<file path="src/rtl/alut_mem_arb8_pkg.sv">
// Shared types and default sizes for the ALUT8 lookup RAM arbiter.
package alut_pkg8;

  localparam int unsigned DW8_DEFAULT       = 83;
  localparam int unsigned AW8_DEFAULT       = 8;
  localparam int unsigned MAX_WAIT8_DEFAULT = 4;

  typedef enum logic [0:0] {
    ARB  = 1'b0,
    LOCK = 1'b1
  } arb_state_e;

endpackage

</file>
<file path="src/rtl/alut_mem_arb8.sv">
// Single-port ALUT8 RAM arbiter: add path has priority, age path is starvation-bounded
// and may lock the RAM for read-modify-write; one registered access issued per cycle.
module alut_mem_arb8
  import alut_pkg8::*;
#(
  parameter int unsigned DW8       = DW8_DEFAULT,
  parameter int unsigned AW8       = AW8_DEFAULT,
  parameter int unsigned MAX_WAIT8 = MAX_WAIT8_DEFAULT
) (
  input  logic           pclk8,
  input  logic           p_reset8,
  input  logic           add_req8,
  input  logic           add_write8,
  input  logic [AW8-1:0] add_addr8,
  input  logic [DW8-1:0] add_wdata8,
  output logic           add_gnt8,
  output logic           add_rvalid8,
  input  logic           age_req8,
  input  logic           age_write8,
  input  logic [AW8-1:0] age_addr8,
  input  logic [DW8-1:0] age_wdata8,
  input  logic           age_lock8,
  output logic           age_gnt8,
  output logic           age_rvalid8,
  output logic [DW8-1:0] rdata8,
  output logic           mem_cs8,
  output logic           mem_we8,
  output logic [AW8-1:0] mem_addr8,
  output logic [DW8-1:0] mem_wdata8,
  input  logic [DW8-1:0] mem_rdata8
);

  localparam int unsigned WCW = $clog2(MAX_WAIT8 + 1);
  localparam logic [WCW-1:0] WaitMax = WCW'(MAX_WAIT8);

  arb_state_e     state_q, state_d;
  logic [WCW-1:0] wait_cnt_q, wait_cnt_d;
  logic           lock_hold;
  logic           add_rd_q, age_rd_q;

  // Lock persists only while age_lock8 stays high; the release cycle is arbitrated normally.
  assign lock_hold = (state_q == LOCK) && age_lock8;

  always_comb begin
    add_gnt8 = 1'b0;
    age_gnt8 = 1'b0;
    if (!p_reset8) begin
      if (lock_hold) begin
        age_gnt8 = age_req8;
      end else if (age_req8 && (wait_cnt_q == WaitMax)) begin
        age_gnt8 = 1'b1;
      end else if (add_req8) begin
        add_gnt8 = 1'b1;
      end else if (age_req8) begin
        age_gnt8 = 1'b1;
      end
    end
  end

  always_comb begin
    state_d = (age_lock8 && (lock_hold || age_gnt8)) ? LOCK : ARB;
    if (!age_req8 || age_gnt8) begin
      wait_cnt_d = '0;
    end else if (wait_cnt_q != WaitMax) begin
      wait_cnt_d = wait_cnt_q + 1'b1;
    end else begin
      wait_cnt_d = wait_cnt_q;
    end
  end

  always_ff @(posedge pclk8 or posedge p_reset8) begin
    if (p_reset8) begin
      state_q     <= ARB;
      wait_cnt_q  <= '0;
      mem_cs8     <= 1'b0;
      mem_we8     <= 1'b0;
      mem_addr8   <= '0;
      mem_wdata8  <= '0;
      add_rd_q    <= 1'b0;
      age_rd_q    <= 1'b0;
      add_rvalid8 <= 1'b0;
      age_rvalid8 <= 1'b0;
    end else begin
      state_q     <= state_d;
      wait_cnt_q  <= wait_cnt_d;
      mem_cs8     <= add_gnt8 | age_gnt8;
      mem_we8     <= (add_gnt8 & add_write8) | (age_gnt8 & age_write8);
      if (add_gnt8) begin
        mem_addr8  <= add_addr8;
        mem_wdata8 <= add_wdata8;
      end else if (age_gnt8) begin
        mem_addr8  <= age_addr8;
        mem_wdata8 <= age_wdata8;
      end
      // Read tags trail the issue stage by one cycle to line up with RAM output.
      add_rd_q    <= add_gnt8 & ~add_write8;
      age_rd_q    <= age_gnt8 & ~age_write8;
      add_rvalid8 <= add_rd_q;
      age_rvalid8 <= age_rd_q;
    end
  end

  assign rdata8 = mem_rdata8;

endmodule

</file>
<file path="config.mk">
export PLATFORM = sky130hd
export DESIGN_NAME = alut_mem_arb8
export DESIGN_NICKNAME = d
export VERILOG_FILES = /design/src/rtl/alut_mem_arb8_pkg.sv /design/src/rtl/alut_mem_arb8.sv
export SDC_FILE = /design/constraint.sdc
export NUM_CORES = 1
export LEC_CHECK = 0
export CORE_AREA = 2 2 175 177
export DETAILED_ROUTE_END_ITERATION = 12
export DIE_AREA = 0 0 177 179
export SYNTH_ARGS = -nofsm -noshare
export SYNTH_HDL_FRONTEND = slang
export SYNTH_SLANG_ARGS = --single-unit
export TNS_END_PERCENT = 5
</file>
<file path="constraint.sdc">
create_clock -name pclk8 -period 4.35 [get_ports pclk8]
set_input_delay 0.6525 -clock pclk8 [delete_from_list [all_inputs] [get_ports pclk8]]
set_output_delay 0.6525 -clock pclk8 [all_outputs]
set_load 0.03 [all_outputs]
</file>
==> results.toml, run 1 <==
[status]
status = "complete, no violations"

[placement]
port_buffers = 285
post_dp_cell_area_sq_mm = 0.00789
place_hpwl_mm = 11.7
place_congestion = 0.709
detailedPlace.worstSlack_ps = 1250

[clock_network]
cts_max_path_buffers = 2
cts-resized-gates = 0
clockRootBuffer = "clkbuf_16"
h-tree-depth = 3
cts_tree = "done"
postCtsSetupRepairBufs = 0
path_clk_slew_ps = 80
cts.sinks = 101
cts_made_buffers = 9
clk-insertion-delay-late_ps = 350
ctsHoldBuffers = 0

[global_route]
grt_pass1_wl_mm = 22.3
grt_pass1_vias = 4071
grt_max_degree = 98
grt_use_total_pct = 9.22
antenna_found_initial = 0
overflow = 0

[route]
via_per_inst = 3.74
top_layer = "met4"
dr_wl_met3_mm = 1.33
vias = 4152
drtAntennaViolNets = 0
first_iter_violations = 104
dr.pass1.iters = 4
wl_met1_mm = 5.78
met2_length_mm = 7.54
wl_per_cell_um = 13.6
drc_errors = 0
totalWireLength_mm = 15.2

[synth]
synth.ff_latch_count = 101
synth_largest_area_cell = "dfrtp_1"
synth_edf_count = 0
synthArstFlopShare_pct = 100
syn_area_sq_mm = 0.00535
ys_top_cells_by_area = "dfrtp_1 47%, mux2i_1 17%, buf_4 12%, o21ai_1 8.6%, nand2_1 6.7%"
synth_ff_type = "dfrtp_1"
synth_cell_type_count = 27
avgSynthCellArea_sq_um = 10.2
yosysWarnings = 0
synth_cells = 523
yosysTopAreaCellShare_pct = 47.2
ys_seq_area_share_pct = 47.2
synthesis.nets = 797

[die]
core_area_sq_mm = 0.0300
dieWidth_um = 177
rows = 64
boundaryPins = 452
die_area_sq_mm = 0.0317
start_util_pct = 17.8
die_h_um = 179

[critical_path]
start_kind = "primary input"
cp_data_arrival_time_ps = 2430
critical_path_class = "primary input to output port"
crit_required_ps = 3700
cp_max_fo = 5
end_kind = "output port"

[power]
combPwrFrac_pct = 32.9
p_int_mw = 1.92
peakVddDrop_mv = 0.139
p_sw_share_pct = 32.6
powerDensity_mw_per_mm2 = 348
power_mw = 2.84
switchingPower_uw = 926
p_leak_nw = 3.26
seq_power_share_pct = 39.4
clkPwrFrac_pct = 27.7

[finish]
area_growth_syn_to_layout_pct = 52.5
n_fill_cell = 3164
drive_gt1_share_pct = 3.36
nNetsFinal = 984
multi_input_area_sq_mm = 0.00192
antenna-diode-count = 0
stdcell_area_sq_mm = 0.00817
regArea_sq_mm = 0.00253
final_util_pct = 27.2

[sta]
finalHoldViolations = 0
skew_ps = 15.5
rsz0062_at_grt = "no"
setup_violations = 0
min_period_ps = 3090
fmax_mhz = 324
worstMarginPinSlew_ps = 742
worst_slew_margin_rel_pct = 50.6
post-route-period-util_pct = 71.0
fin_ws_ps = 1260
drv_slew = 0
fin_tns_setup_ps = 0

[min_path]
min_path_type = "register to register"

[run]
cap_violations = 0
## layout by cell type, fill, tap and decap left out, types with 2 or more instances in the layout
cell	netlist	final
o21ai_1	92	91
ha_1	2	2
a21oi_1	3	3
buf_12	9	3
inv_1	4	3
nor3_1	2	2
nand2_1	96	96
clkdlybuf4s50_1	0	285
clkbuf_1	17	2
clkbuf_16	0	9
clkinvlp_4	0	3
o21ai_0	2	2
mux2i_1	91	91
buf_4	86	2
dfrtp_1	101	101
nor2_1	4	4
## area by class of cell
| cell class | count | area share [%] |
|---|---|---|
| Timing Repair Buffer | 290 | 35.9 |
| Sequential cell | 101 | 31.0 |
| Multi-Input combinational cell | 304 | 23.5 |
| Tap cell | 396 | 6.07 |
| Clock buffer | 12 | 3.02 |
| Clock inverter | 4 | 0.398 |
| Inverter | 4 | 0.230 |
## through the flow
step                      instances  hold slack (ps)
final                          1111              354
after global routing           1111              368
after floorplan                 523              331
after detailed placement       1095              338
after global placement         1095              333
after CTS                      1111              357
## flip-flops by register name (all words and copies together), names as in the netlist
name and cells:
age_rd_q 1, add_rd_q 1, mem_addr8 8, mem_wdata8 83, age_rvalid8 1, add_rvalid8 1
state_q 1, mem_we8 1, mem_cs8 1, wait_cnt_q 3
## synthesized netlist by cell type (2+ instances only)
master    count
a21oi_1       3
nand2_1      96
ha_1          2
nor3_1        2
o21ai_0       2
inv_1         4
o21ai_1      92
nor2_1        4
buf_4        86
clkbuf_1     17
dfrtp_1     101
mux2i_1      91
buf_12        9
## power groups by stage
stage          Combinational (mW)  Clock, mW  Sequential [mW]
2_1_floorplan               0.385          0             1.38
3_3_place_gp                0.946          0             1.14
3_5_place_dp                0.952          0             1.14
4_1_cts                     0.953      0.842             1.12
5_1_grt                      1.00      0.871             1.14
6_report                    0.936      0.788             1.12
## worst max-delay path: stages
cell and delay (ps):
clkdlybuf4s50_1 490, a21bo_2 280, a21oi_1 290, nor2_1 100, clkdlybuf4s50_1 620
## cell families (layout without fill, tap and decap cells)
group	after synthesis	in the layout	share of synthesized area, %
AOI/OAI and AO/OA	102	102	9.79
adders and majority gates	2	2	0.467
buffers and inverters	118	310	17.2
DFF	101	101	47.2
muxes	92	92	17.2
and+or+nand+nor	108	108	8.11
## layer usage
layer / up-vias / GRT usage, %
met2: 174 / 15.5
met4: 0 / 4.79
li1: 2044 / -
met5: - / 0
met3: 52 / 3.01
met1: 1882 / 10.4
## worst paths after layout
check | from | end | slack (ps) | cells after the start
max reg2reg | wait_cnt_q[0] | mem_wdata8[61] | 2110 | 7
min reg2reg | add_rd_q | add_rvalid8 | 350 | 0
max | add_req8 | age_gnt8 | 1260 | 5
min in group asynchronous | p_reset8 | wait_cnt_q[0] | 1100 | 3
min | add_rd_q | add_rvalid8 | 350 | 0
max in group asynchronous | p_reset8 | mem_wdata8[45] | 2020 | 4
Power figures use the tool's default switching activity.
==> inputs of run 2 (changes only) <==
clock period = 2.9 ns   (was 4.35 ns; I/O delays follow)
==> results.toml, run 2 (synthesis gave the netlist of run 1 again) <==
[finish]
largest_reg_flops = 83
final_util_pct = 27.5
mostFrequentLayoutCells = "284 x clkdlybuf4s50_1, 101 x dfrtp_1, 96 x nand2_1"
instances_no_fill = 1116
antenna-diode-count = 0
multi_input_area_sq_mm = 0.00192
final_common_cell = "clkdlybuf4s50_1"
regMostFlops = "mem_wdata8"
nNetsFinal = 990
regArea_sq_mm = 0.00253
area_growth_syn_to_layout_pct = 54.2
largestRegisters = "mem_wdata8: 83 flops, mem_addr8: 8 flops, wait_cnt_q: 3 flops"
stdcell_area_sq_mm = 0.00825
n_fill_cell = 3180
drive_gt1_share_pct = 4.31

[clock_network]
postCtsSetupRepairBufs = 0
clockRootBuffer = "clkbuf_16"
ctsHoldBuffers = 0
path_clk_slew_ps = 80
cts-resized-gates = 0
cts_max_path_buffers = 2
cts_made_buffers = 9
cts.sinks = 101
cts_tree = "done"
h-tree-depth = 3
clk-insertion-delay-late_ps = 350

[die]
rows = 64
start_util_pct = 17.8
die_area_sq_mm = 0.0317
dieWidth_um = 177
die_h_um = 179
core_area_sq_mm = 0.0300
boundaryPins = 452

[power]
p_leak_nw = 3.31
powerDensity_mw_per_mm2 = 538
power_mw = 4.44
peakVddDrop_mv = 0.288

[global_route]
grt_pass1_vias = 4091
overflow = 0
grt_pass1_wl_mm = 23.8
grt_max_degree = 129
grt_use_total_pct = 9.93
antenna_found_initial = 0

[route]
first_iter_violations = 97
drtAntennaViolNets = 0
totalWireLength_mm = 16.1
dr.pass1.iters = 4
drc_errors = 0
vias = 4159
wl_per_cell_um = 14.4
via_per_inst = 3.73

[placement]
detailedPlace.worstSlack_ps = 348
dp.cells = 1101
place_hpwl_mm = 12.1
post_dp_cell_area_sq_mm = 0.00794
place_congestion = 0.749
port_buffers = 285

[sta]
rsz0062_at_grt = "no"
finalHoldViolations = 0
post-route-period-util_pct = 85.5
fin_ws_ps = 420
drv_slew = 0
worstMarginPinSlew_ps = 902
fmax_mhz = 403
min_period_ps = 2480
skew_ps = 16.4
worst_slew_margin_rel_pct = 39.9
setup_violations = 0

[critical_path]
end_kind = "output port"
start_kind = "primary input"
crit_required_ps = 2470
cp_max_fo = 4
critical_path_class = "primary input to output port"
crit_slowest_cell = "clkdlybuf4s50_1"
critPathTopFamily = "buffers and inverters"
slowest_delay_ps = 590
crit_buf_inv = 2
crit_path_cell_trace = "clkdlybuf4s50_1 > a21bo_2 > a21oi_1 > nor2_1 > clkdlybuf4s50_1"
cp_common_cell = "clkdlybuf4s50_1"
cp_data_arrival_time_ps = 2050

[min_path]
min_path_type = "register to register"

[run]
cap_violations = 0

[status]
status = "complete, no violations"
run 2: report_power, final:
part,switching [mW],leakage (nW),total (mW),internal [mW]
sequential,0.0952,1.25,1.68,1.59
clock,0.582,0.145,1.34,0.757
combinational,0.738,1.91,1.42,0.682
total,1.41,3.31,4.44,3.03
run 2: through the flow:
stage          hold slack (ps)  setup TNS, ps
2_1_floorplan              331         -17290
3_3_place_gp               333              0
3_5_place_dp               344              0
4_1_cts                    363              0
5_1_grt                    374              0
6_report                   358              0
run 2: final timing paths:
check	end	slack [ps]	depth (start not counted)	start
min reg2reg	age_rvalid8	360	0	age_rd_q
min	age_rvalid8	360	0	age_rd_q
min in group asynchronous	state_q	660	3	p_reset8
max reg2reg	mem_addr8[4]	770	8	wait_cnt_q[0]
max in group asynchronous	mem_we8	890	4	p_reset8
max	age_gnt8	420	5	add_req8
run 2: worst register-to-register path, delay by kind of cell (launching register included):
family	cells	cell delay, ps
DFF	1	410
AOI/OAI and AO/OA	1	80
adders and majority gates	1	240
buffers and inverters	3	580
muxes	1	300
and+or+nand+nor	2	390
run 2: metal layers:
layer  wire length (um)  up-vias  share of wire (%)  global-route usage [%]
li1                   -     2056                  -                       -
met1               6510     1870                 41                    11.7
met2               7510      187                 47                    16.2
met3               1440       46                9.0                    3.24
met4                599        0                3.7                    4.86
met5                  0        -                  0                       0
run 2: area by class of cell:
cell class              instances  area share (%)
repair buffers                296            36.1
inverters                       4           0.227
clock inverters                 5            1.02
flip-flops and latches        101            30.6
multi-input cells             304            23.2
well taps                     396            6.00
clock buffers                  10            2.77
==> inputs of run 3 (changes only) <==
ABC_CLOCK_PERIOD_IN_PS = 2900   (was not set)
==> results of run 3 <==
Final layout, timing and power as in run 2 (identical DEF).
